==> config.mk <==
export PLATFORM = sky130hd
export DESIGN_NAME = mprj_io_cfg_xmit_flat
export DESIGN_NICKNAME = d
export VERILOG_FILES = /design/src/rtl/mprj_io_cfg_xmit_pkg.sv /design/src/rtl/mprj_io_cfg_xmit_if.sv /design/src/rtl/mprj_io_cfg_xmit_tick.sv /design/src/rtl/mprj_io_cfg_xmit.sv /design/src/flat_wrapper.sv
export SDC_FILE = /design/constraint.sdc
export NUM_CORES = 1
export LEC_CHECK = 0
export CAP_MARGIN = 20
export CORE_ASPECT_RATIO = 0.75
export CORE_MARGIN = 2
export CORE_UTILIZATION = 31
export DETAILED_ROUTE_END_ITERATION = 8
export GPL_ROUTABILITY_DRIVEN = 0
export PLACE_DENSITY = 0.54
export SYNTH_ARGS = -nofsm -noshare
export SYNTH_HDL_FRONTEND = slang
export SYNTH_SLANG_ARGS = --single-unit
==> constraint.sdc <==
create_clock -name wb_clk_i -period 1.8 [get_ports wb_clk_i]
set_input_delay 0.36 -clock wb_clk_i [delete_from_list [all_inputs] [get_ports wb_clk_i]]
set_output_delay 0.36 -clock wb_clk_i [all_outputs]
set_load 0.05 [all_outputs]
==> src/rtl/mprj_io_cfg_xmit_pkg.sv <==
// Shared types and sizing helpers for the GPIO pad
// configuration transmitter.
package mprj_cfg_pkg;

    localparam int MPRJ_IO_PADS   = 38;
    localparam int MPRJ_IO_PADS_1 = 19;
    localparam int CFG_BITS_DEF   = 13;

    typedef enum logic [2:0] {
        S_IDLE,
        S_RST,
        S_FETCH_A,
        S_FETCH_D,
        S_SHIFT_LO,
        S_SHIFT_HI,
        S_LOAD,
        S_DONE
    } cfg_state_t;

    // Both chains shift in lockstep, so the longer one sets the slot count.
    function automatic int calc_slots(
        input int total,
        input int area1
    );
        return (area1 > total - area1) ? area1 : total - area1;
    endfunction

endpackage

==> src/rtl/mprj_io_cfg_xmit_if.sv <==
// Configuration-store read port: two addresses out,
// two words back one cycle later.
interface mprj_io_cfg_xmit_if #(
    parameter int TOTAL_PADS = 38,
    parameter int CFG_BITS   = 13
);
    localparam int AW = $clog2(TOTAL_PADS);

    logic [AW-1:0]       cfg_addr1;
    logic [AW-1:0]       cfg_addr2;
    logic [CFG_BITS-1:0] cfg_data1;
    logic [CFG_BITS-1:0] cfg_data2;

    modport master (
        output cfg_addr1,
        output cfg_addr2,
        input  cfg_data1,
        input  cfg_data2
    );

    modport slave (
        input  cfg_addr1,
        input  cfg_addr2,
        output cfg_data1,
        output cfg_data2
    );

endinterface

==> src/rtl/mprj_io_cfg_xmit_tick.sv <==
// Phase counter 0..CLK_DIV-1 with a pulse on the last
// phase; idles at zero whenever run is low.
module mprj_cfg_tick #(
    parameter int CLK_DIV = 4
) (
    input  logic clk,
    input  logic rst_n,
    input  logic run,
    output logic tick
);
    localparam int CW = (CLK_DIV > 1) ? $clog2(CLK_DIV) : 1;

    logic [CW-1:0] cnt;

    assign tick = run && (cnt == CW'(CLK_DIV - 1));

    always_ff @(posedge clk or negedge rst_n) begin
        if (!rst_n) begin
            cnt <= '0;
        end else if (!run || tick) begin
            cnt <= '0;
        end else begin
            cnt <= cnt + 1'b1;
        end
    end

endmodule

==> src/rtl/mprj_io_cfg_xmit.sv <==
// Shifts per-pad GPIO control words out on two serial chains, then loads.
// Optional chain-reset phase before the first fetch: MPRJ_CFG_SERIAL_RESET_EN.
module mprj_io_cfg_xmit
    import mprj_cfg_pkg::*;
#(
    parameter int TOTAL_PADS = MPRJ_IO_PADS,
    parameter int AREA1PADS  = MPRJ_IO_PADS_1,
    parameter int CFG_BITS   = CFG_BITS_DEF,
    parameter int CLK_DIV    = 4
) (
    input  logic wb_clk_i,
    input  logic wb_rstn_i,
    input  logic start,
    output logic busy,
    output logic done,
    mprj_io_cfg_xmit_if.master cfg,
    output logic serial_clock,
    output logic serial_load,
    output logic serial_resetn,
    output logic serial_data_1,
    output logic serial_data_2
);
    localparam int SLOTS = calc_slots(TOTAL_PADS, AREA1PADS);
    localparam int D1    = SLOTS - AREA1PADS;
    localparam int D2    = SLOTS - (TOTAL_PADS - AREA1PADS);
    localparam int AW    = $clog2(TOTAL_PADS);
    localparam int SW    = $clog2(SLOTS + 1);
    localparam int BW    = $clog2(CFG_BITS + 1);
    localparam int A2_0  = (AREA1PADS < TOTAL_PADS) ?
                           AREA1PADS : TOTAL_PADS - 1;

    cfg_state_t          state, nxt;
    logic                run, tick, half;
    logic [SW-1:0]       slot;
    logic [BW-1:0]       bitc;
    logic [CFG_BITS-1:0] sr1, sr2;
    logic [AW-1:0]       addr1, addr2;
    logic                last_bit, last_slot;
    logic                dummy1, dummy2;

    assign run = (state == S_RST) || (state == S_SHIFT_LO) ||
                 (state == S_SHIFT_HI) || (state == S_LOAD);

    mprj_cfg_tick #(.CLK_DIV(CLK_DIV)) u_tick (
        .clk   (wb_clk_i),
        .rst_n (wb_rstn_i),
        .run   (run),
        .tick  (tick)
    );

    assign last_bit  = (bitc == '0);
    assign last_slot = (slot == SW'(SLOTS - 1));
    // Short chains lead with dummy slots so their real words land at the far end.
    assign dummy1    = int'(slot) < D1;
    assign dummy2    = int'(slot) < D2;

    assign cfg.cfg_addr1 = addr1;
    assign cfg.cfg_addr2 = addr2;
    assign serial_data_1 = sr1[CFG_BITS-1];
    assign serial_data_2 = sr2[CFG_BITS-1];

    always_ff @(posedge wb_clk_i or negedge wb_rstn_i) begin
        if (!wb_rstn_i) begin
            state <= S_IDLE;
        end else begin
            state <= nxt;
        end
    end

    always_comb begin
        nxt           = state;
        busy          = 1'b1;
        done          = 1'b0;
        serial_clock  = 1'b0;
        serial_load   = 1'b0;
        serial_resetn = 1'b1;
        unique case (state)
`ifdef MPRJ_CFG_SERIAL_RESET_EN
            S_IDLE: begin
                busy = 1'b0;
                if (start) nxt = S_RST;
            end
            S_RST: begin
                serial_resetn = 1'b0;
                if (tick && half) nxt = S_FETCH_A;
            end
`else
            S_IDLE: begin
                busy = 1'b0;
                if (start) nxt = S_FETCH_A;
            end
`endif
            S_FETCH_A: nxt = S_FETCH_D;
            S_FETCH_D: nxt = S_SHIFT_LO;
            S_SHIFT_LO: begin
                if (tick) nxt = S_SHIFT_HI;
            end
            S_SHIFT_HI: begin
                serial_clock = 1'b1;
                if (tick) begin
                    if (!last_bit)       nxt = S_SHIFT_LO;
                    else if (!last_slot) nxt = S_FETCH_A;
                    else                 nxt = S_LOAD;
                end
            end
            S_LOAD: begin
                serial_load = 1'b1;
                if (tick && half) nxt = S_DONE;
            end
            S_DONE: begin
                busy = 1'b0;
                done = 1'b1;
                nxt  = S_IDLE;
            end
            default: begin
                busy = 1'b0;
                nxt  = S_IDLE;
            end
        endcase
    end

    always_ff @(posedge wb_clk_i or negedge wb_rstn_i) begin
        if (!wb_rstn_i) begin
            half  <= 1'b0;
            slot  <= '0;
            bitc  <= '0;
            sr1   <= '0;
            sr2   <= '0;
            addr1 <= '0;
            addr2 <= '0;
        end else begin
            // LOAD and RST span two tick periods; half marks the second.
            half <= (state == S_RST || state == S_LOAD) ? half ^ tick : 1'b0;
            if (state == S_IDLE && start) begin
                slot  <= '0;
                addr1 <= AW'(AREA1PADS - 1);
                addr2 <= AW'(A2_0);
            end
            if (state == S_FETCH_D) begin
                sr1  <= dummy1 ? '0 : cfg.cfg_data1;
                sr2  <= dummy2 ? '0 : cfg.cfg_data2;
                bitc <= BW'(CFG_BITS - 1);
            end
            if (state == S_SHIFT_HI && tick) begin
                if (!last_bit) begin
                    sr1  <= sr1 << 1;
                    sr2  <= sr2 << 1;
                    bitc <= bitc - 1'b1;
                end else if (!last_slot) begin
                    slot <= slot + 1'b1;
                    if (!dummy1) addr1 <= addr1 - 1'b1;
                    if (!dummy2) addr2 <= addr2 + 1'b1;
                end
            end
        end
    end

endmodule
==> src/flat_wrapper.sv <==
// flat-port wrapper written by rule: the top's interface ports become plain ports
module mprj_io_cfg_xmit_flat import mprj_cfg_pkg::*;
#(
    parameter int TOTAL_PADS = MPRJ_IO_PADS,
    parameter int AREA1PADS  = MPRJ_IO_PADS_1,
    parameter int CFG_BITS   = CFG_BITS_DEF,
    parameter int CLK_DIV    = 4
)
  (wb_clk_i, wb_rstn_i, start, busy, done, serial_clock, serial_load, serial_resetn, serial_data_1, serial_data_2, cfg_cfg_addr1, cfg_cfg_addr2, cfg_cfg_data1, cfg_cfg_data2);
  mprj_io_cfg_xmit_if #(.TOTAL_PADS(TOTAL_PADS), .CFG_BITS(CFG_BITS)) cfg_i ();
  input  logic wb_clk_i;
  input  logic wb_rstn_i;
  input  logic start;
  output logic busy;
  output logic done;
  output logic serial_clock;
  output logic serial_load;
  output logic serial_resetn;
  output logic serial_data_1;
  output logic serial_data_2;
  output wire logic [$bits(cfg_i.cfg_addr1)-1:0] cfg_cfg_addr1;
  output wire logic [$bits(cfg_i.cfg_addr2)-1:0] cfg_cfg_addr2;
  input wire logic [$bits(cfg_i.cfg_data1)-1:0] cfg_cfg_data1;
  input wire logic [$bits(cfg_i.cfg_data2)-1:0] cfg_cfg_data2;
  assign cfg_cfg_addr1 = cfg_i.cfg_addr1;
  assign cfg_cfg_addr2 = cfg_i.cfg_addr2;
  assign cfg_i.cfg_data1 = cfg_cfg_data1;
  assign cfg_i.cfg_data2 = cfg_cfg_data2;
  mprj_io_cfg_xmit #(.TOTAL_PADS(TOTAL_PADS), .AREA1PADS(AREA1PADS), .CFG_BITS(CFG_BITS), .CLK_DIV(CLK_DIV)) u_core (.wb_clk_i(wb_clk_i), .wb_rstn_i(wb_rstn_i), .start(start), .busy(busy), .done(done), .cfg(cfg_i), .serial_clock(serial_clock), .serial_load(serial_load), .serial_resetn(serial_resetn), .serial_data_1(serial_data_1), .serial_data_2(serial_data_2));
endmodule
==> results_dict.tcl, run 1 <==
set metrics [dict create \
    ant_nets 0 \
    synth-compound-area-share_pct 10.7 \
    r2r_end "u_core.cfg.cfg_addr2[4]$_DFF_PN0_" \
    grt_setup_unrepaired "yes" \
    numCtsBuffers 5 \
    grt_start_max_net_pins 51 \
    worstSetupPathType "flop to flop" \
    crit_arrival_ns 1.90 \
    die_area_um2 9330 \
    drt-pass1-iter-count 4 \
    synth_fp_nets 294 \
    holdBufCountCts 0 \
    startpoint_type "flop" \
    synth_cells 258 \
    rows 29 \
    cap_violations 0 \
    portBuffers 46 \
    synth_xor_area_share_pct 0.660 \
    cts_tree "yes" \
    end_kind "flop" \
    fin_skew_ns 0.00585 \
    antenna_cells 0 \
    syn-cell-area_um2 2660 \
    synth-simple-area-share_pct 17.2 \
    ys.flop_type "dfrtp_1" \
    synthMuxAreaShare_pct 13.3 \
    power_leakage_nw 1.74 \
    htree_levels 2 \
    grt_pass1_wl_um 9630 \
    power_density_nw_per_um2 644 \
    initial_utilization_pct 31.7 \
    ios 48 \
    final_max_slew_viol_count 0 \
    min_period_ns 1.72 \
    grt_pass1_vias 2016 \
    cp_max_fo 7 \
    ys_seq_area_share_pct 50.0 \
    wl_um 5430 \
    num_vias 1995 \
    post-route-util_pct 42.7 \
    clock-sinks 53 \
    synth_area_leaders "dfrtp_1 50%, mux2i_1 12%, o21ai_0 6.0%" \
    area_growth_pct 34.7 \
    synth.distinct_cells 43 \
    drc_errors 0 \
    syn-mean-instance-area_um2 10.3 \
    nNetsFinal 354 \
    synth_edf_count 0 \
    holdCritPathClass "primary input to asynchronous set/reset pin" \
    synth_top_family_by_area "simple AND/OR/NAND/NOR gates" \
    yosysTopAreaCellShare_pct 50.0 \
    yosys_warnings 0 \
    ff2ff_setup_slack_ns 0.08 \
    async_flop_share_pct 100 \
    track_usage_pct 12.5 \
    wl_per_cell_um 12.7 \
    clk_latency_ns 0.29 \
    reg2reg_depth 7 \
    grt-ovfl-total 0 \
    status "complete, no violations" \
    r2r_start "u_core.bitc[0]$_DFF_PN0_" \
    die_y_um 84.1 \
    vias_per_cell 4.67 \
    layout_setup_ws_ns 0.0788 \
    drive_gt1_share_pct 22.9 \
    clkTransAtPathRegs_ns 0.07 \
    cts.root.buffer_cell "clkbuf_16" \
    worst_ep_required_time_ns 1.97 \
    synthAdderAreaFrac_pct 3.30 \
    drt_iter0_drc 100 \
    clockBufferDepth 2 \
    antenna_found_initial 0 \
    synth_seq_cells 53 \
    finalHoldViolCount 0 \
    fin_crit_sh_pct 95.6 \
    coreArea_um2 8380 \
    yosysTopAreaCell "dfrtp_1" \
    clock.fmax_ghz 0.581 \
    die_w_um 111 \
    setup_viol 0 \
    dp_hpwl_um 3710 \
    post-place-ws_ns -0.111 \
    ir_worst_vdd_mv 0.349 \
]
-- sequential cells by signal, indices dropped and copies added, names as in the netlist --
signal and count:
u_core.cfg.cfg_addr2 6, u_core.state 3, u_core.half 1, u_core.sr1 13
u_core.sr2 13, u_core.bitc 4, u_core.u_tick.cnt 2, u_core.cfg.cfg_addr1 6
u_core.slot 5
-- worst max-delay path by stage --
stage / cells past startpoint / start / end / slack (ns)
after global routing: 7 / u_core.bitc[1]$_DFF_PN0_ / u_core.cfg.cfg_addr2[4]$_DFF_PN0_ / -0.07
after floorplan: 4 / u_core.state[0]$_DFFE_PN0P_ / busy / -0.12
after CTS: 6 / u_core.bitc[0]$_DFF_PN0_ / u_core.cfg.cfg_addr2[4]$_DFF_PN0_ / 0.0002
after detailed placement: 4 / start / u_core.slot[4]$_DFF_PN0_ / -0.11
after global placement: 4 / start / u_core.slot[3]$_DFF_PN0_ / -0.09
final: 7 / u_core.bitc[0]$_DFF_PN0_ / u_core.cfg.cfg_addr2[4]$_DFF_PN0_ / 0.08
-- through the flow --
| step | hold slack, ns | std cells | total power [mW] | cell area (um^2) | setup TNS (ns) |
|---|---|---|---|---|---|
| 2_1_floorplan | 0.0644 | 258 | 1.28 | 2660 | -0.116 |
| 3_3_place_gp | 0.346 | 416 | 1.39 | 3360 | -0.240 |
| 3_5_place_dp | 0.344 | 416 | 1.39 | 3360 | -0.445 |
| 4_1_cts | 0.0312 | 424 | 2.35 | 3510 | 0 |
| 5_1_grt | 0.0415 | 427 | 2.41 | 3580 | -0.0733 |
| 6_report | 0.0233 | 427 | 2.30 | 3580 | 0 |
-- layout by cell type, fill, tap and decap left out, types with 3 or more instances in the layout --
cell type,count
a21oi_1,3
nor2_2,3
dfrtp_2,3
nor2_1,11
mux2i_1,33
o21ai_0,32
buf_12,8
dfrtp_1,50
nor3_1,5
clkdlybuf4s50_1,27
ha_1,6
nand2_1,38
nand3_1,11
inv_1,5
inv_2,3
clkbuf_16,5
buf_4,33
-- kinds of logic (layout without fill, tap and decap cells) --
kind of cell,count (synthesis),after routing
simple gates,89,89
fa+ha+maj,7,7
mux,35,35
flops,53,53
compound gates,47,47
xor+xnor,2,2
other cells,1,1
buf+inv,24,85
-- power by group --
| part | switching (mW) | internal [mW] |
|---|---|---|
| sequential | 0.0105 | 1.21 |
| clock | 0.421 | 0.518 |
| combinational | 0.0648 | 0.0784 |
| total | 0.496 | 1.81 |
-- worst max-delay path, stage by stage (launching register included) --
cell and delay [ns]:
dfrtp_1 0.39, inv_2 0.08, ha_4 0.14, or3b_4 0.39
nor3_4 0.21, buf_12 0.14, nand4_1 0.11, mux2i_1 0.14
-- timing repair --
action                     CTS  global route
buffers inserted             0             3
gates resized for setup      4            10
setup endpoints to repair    5            16
pin swaps                    0             2
-- cell type report --
type / count / area (um^2)
clock buffer: 7 / 133
multi-input combinational: 181 / 1260
sequential: 53 / 1330
inverter: 8 / 30.0
tap: 108 / 135
clock inverter: 1 / 7.51
timing repair buffer: 69 / 683
fill: 825 / 4810
-- cell usage after synthesis (2+ instances only) --
library cell,n
nor3_1,5
nor3b_1,3
clkbuf_1,3
nand2_1,39
nand3_1,12
buf_6,2
o31ai_1,2
ha_1,7
xnor2_1,2
buf_2,8
nor2_1,15
buf_4,2
a21oi_1,3
o21ai_0,32
inv_1,8
mux2i_1,33
a21o_1,2
mux2_2,2
nor4_1,2
dfrtp_1,53
-- routing by layer --
layer	vias to the layer above	track usage, %	wire, um
met4	0	4.32	61
met1	939	18.2	2840
met3	7	2.53	140
met2	22	18.7	2380
met5	-	0	0
li1	1027	-	-
Note: power is estimated with default switching activity, not from simulation.
==> inputs of run 2 (changes only) <==
--- a/config.mk
+++ b/config.mk
@@ -8,10 +8,10 @@
 export CAP_MARGIN = 20
 export CORE_ASPECT_RATIO = 0.75
 export CORE_MARGIN = 2
-export CORE_UTILIZATION = 31
+export CORE_UTILIZATION = 44
 export DETAILED_ROUTE_END_ITERATION = 8
 export GPL_ROUTABILITY_DRIVEN = 0
-export PLACE_DENSITY = 0.54
+export PLACE_DENSITY = 0.71
 export SYNTH_ARGS = -nofsm -noshare
 export SYNTH_HDL_FRONTEND = slang
 export SYNTH_SLANG_ARGS = --single-unit
==> run 2 against run 1 <==
- sequential share of layout area rose by 0.51 points
- largest power group unchanged
- largest cell class unchanged
- sequential power hardly changed
- critical path depth unchanged
- critical endpoint unchanged
==> results_dict.tcl, run 2 (same netlist as run 1, synthesis figures left out) <==
set metrics [dict create \
    reg2reg_depth 7 \
    status "complete, no violations" \
    finalHoldViolCount 0 \
    layout_common_cells "51 x dfrtp_1, 39 x nand2_1, 35 x buf_4, 33 x mux2i_1, 32 x o21ai_0" \
    crit_arrival_ns 1.92 \
    final_common_cell "dfrtp_1" \
    wl_per_cell_um 13.1 \
    grt-ovfl-total 0 \
    reg_top3 "u_core.sr1: 13 flops, u_core.sr2: 13 flops" \
    path_cells "inv_2, ha_4, or3b_4, nor3_4, buf_12, nand4_1, mux2i_1" \
    fin_crit_sh_pct 96.4 \
    cap_violations 0 \
    setup_viol 0 \
    worst_ep_required_time_ns 1.98 \
    startpoint_type "flop" \
    cp_max_fo 7 \
    vias_per_cell 5.07 \
    grt_setup_unrepaired "yes" \
    r2r_end "u_core.cfg.cfg_addr2[4]$_DFF_PN0_" \
    drt-pass1-iter-count 4 \
    critical_path.top_delay_family "simple AND/OR/NAND/NOR gates" \
    cpPeakStageDelay_ns 0.40 \
    die_w_um 93.7 \
    total_power_mw 2.04 \
    placed_cell_area_um2 3320 \
    end_kind "flop" \
    portBuffers 46 \
    grt_start_max_net_pins 54 \
    antenna_cells 0 \
    drt_iter0_drc 99 \
    clock-sinks 53 \
    num_vias 2026 \
    track_usage_pct 17.0 \
    whs_ns 0.0300 \
    fin_skew_ns 0.00338 \
    rows 24 \
    r2r_start "u_core.bitc[1]$_DFF_PN0_" \
    slowest_stage "or3b_4" \
    cts.root.buffer_cell "clkbuf_8" \
    grt_pass1_vias 1989 \
    htree_levels 2 \
    numCtsBuffers 5 \
    power_leakage_nw 1.74 \
    final_area_um2 3520 \
    cts_tree "yes" \
    crit_buf_inv 2 \
    num-fill-cells 498 \
    die_area_um2 6680 \
    ant_nets 0 \
    clkTransAtPathRegs_ns 0.09 \
    clockBufferDepth 2 \
    drive_gt1_share_pct 23.6 \
    clk_latency_ns 0.29 \
    ir_worst_vdd_mv 0.366 \
    area_growth_pct 32.8 \
    antenna_found_initial 0 \
    ios 48 \
    drc_errors 0 \
    power_density_nw_per_um2 580 \
    coreArea_um2 5830 \
    final_max_slew_viol_count 0 \
    nNetsFinal 357 \
    wl_um 5250 \
    min_period_ns 1.74 \
    clock.fmax_ghz 0.576 \
    worstSetupPathType "flop to flop" \
    holdBufCountCts 0 \
    initial_utilization_pct 45.6 \
    grt_pass1_wl_um 9060 \
    holdCritPathClass "primary input to asynchronous set/reset pin" \
    dp_hpwl_um 3640 \
    ff2ff_setup_slack_ns 0.06 \
    die_y_um 71.3 \
]
[run 2: cell types whose count changed in the layout (fill, tap and decap cells not counted), moves of 2 or more]
cell,change
buf_4,+2
clkbuf_1,-2
clkbuf_16,-5
clkbuf_8,+6
[run 2: timing repair]
action,in CTS,in global routing
setup buffers,0,8
endpoints found under the setup margin,6,15
pin swaps,1,2
gates resized for setup,5,9
[run 2: final cells by class]
class	count	area [um^2]	share of cell area [%]
Inverter	8	30.0	0.852
Clock inverter	2	13.8	0.390
Tap cell	78	97.6	2.77
Clock buffer	6	82.6	2.34
Sequential cell	53	1330	37.7
Multi-Input combinational cell	181	1260	35.8
Timing Repair Buffer	72	709	20.1
[run 2: power by group]
part / internal [mW] / switching (mW) / total [mW]
combinational: 0.0760 / 0.0639 / 0.140
sequential: 1.21 / 0.0108 / 1.22
clock: 0.312 / 0.372 / 0.685
total: 1.60 / 0.447 / 2.04
[run 2: worst max path at each step]
stage,to,depth (start not counted),slack (ns),start
2_1_floorplan,busy,4,-0.12,u_core.state[0]$_DFFE_PN0P_
3_3_place_gp,u_core.slot[3]$_DFF_PN0_,4,-0.09,start
3_5_place_dp,u_core.slot[3]$_DFF_PN0_,4,-0.12,start
4_1_cts,serial_clock,3,0.002,u_core.state[2]$_DFFE_PN0P_
5_1_grt,u_core.cfg.cfg_addr2[4]$_DFF_PN0_,7,-0.06,u_core.bitc[0]$_DFF_PN0_
6_report,u_core.cfg.cfg_addr2[4]$_DFF_PN0_,7,0.06,u_core.bitc[1]$_DFF_PN0_
[run 2: per-layer routing]
metal | part of all wire (%) | vias up | global-route usage (%) | wire length (um)
met4 | 0.48 | 0 | 3.86 | 25
met1 | 50 | 973 | 24.1 | 2600
li1 | - | 1029 | - | -
met5 | 0 | - | 0 | 0
met3 | 3.2 | 2 | 4.52 | 167
met2 | 47 | 22 | 26.4 | 2450
[run 2: through the flow]
stage          TNS, ns  util (%)  instances  setup WS (ns)
2_1_floorplan   -0.116         -        258         -0.116
3_3_place_gp    -0.205      57.0        384        -0.0897
3_5_place_dp    -0.374      57.0        384         -0.119
4_1_cts              0      58.8        392        0.00177
5_1_grt        -0.0716      60.5        400        -0.0590
6_report             0      60.5        400         0.0647
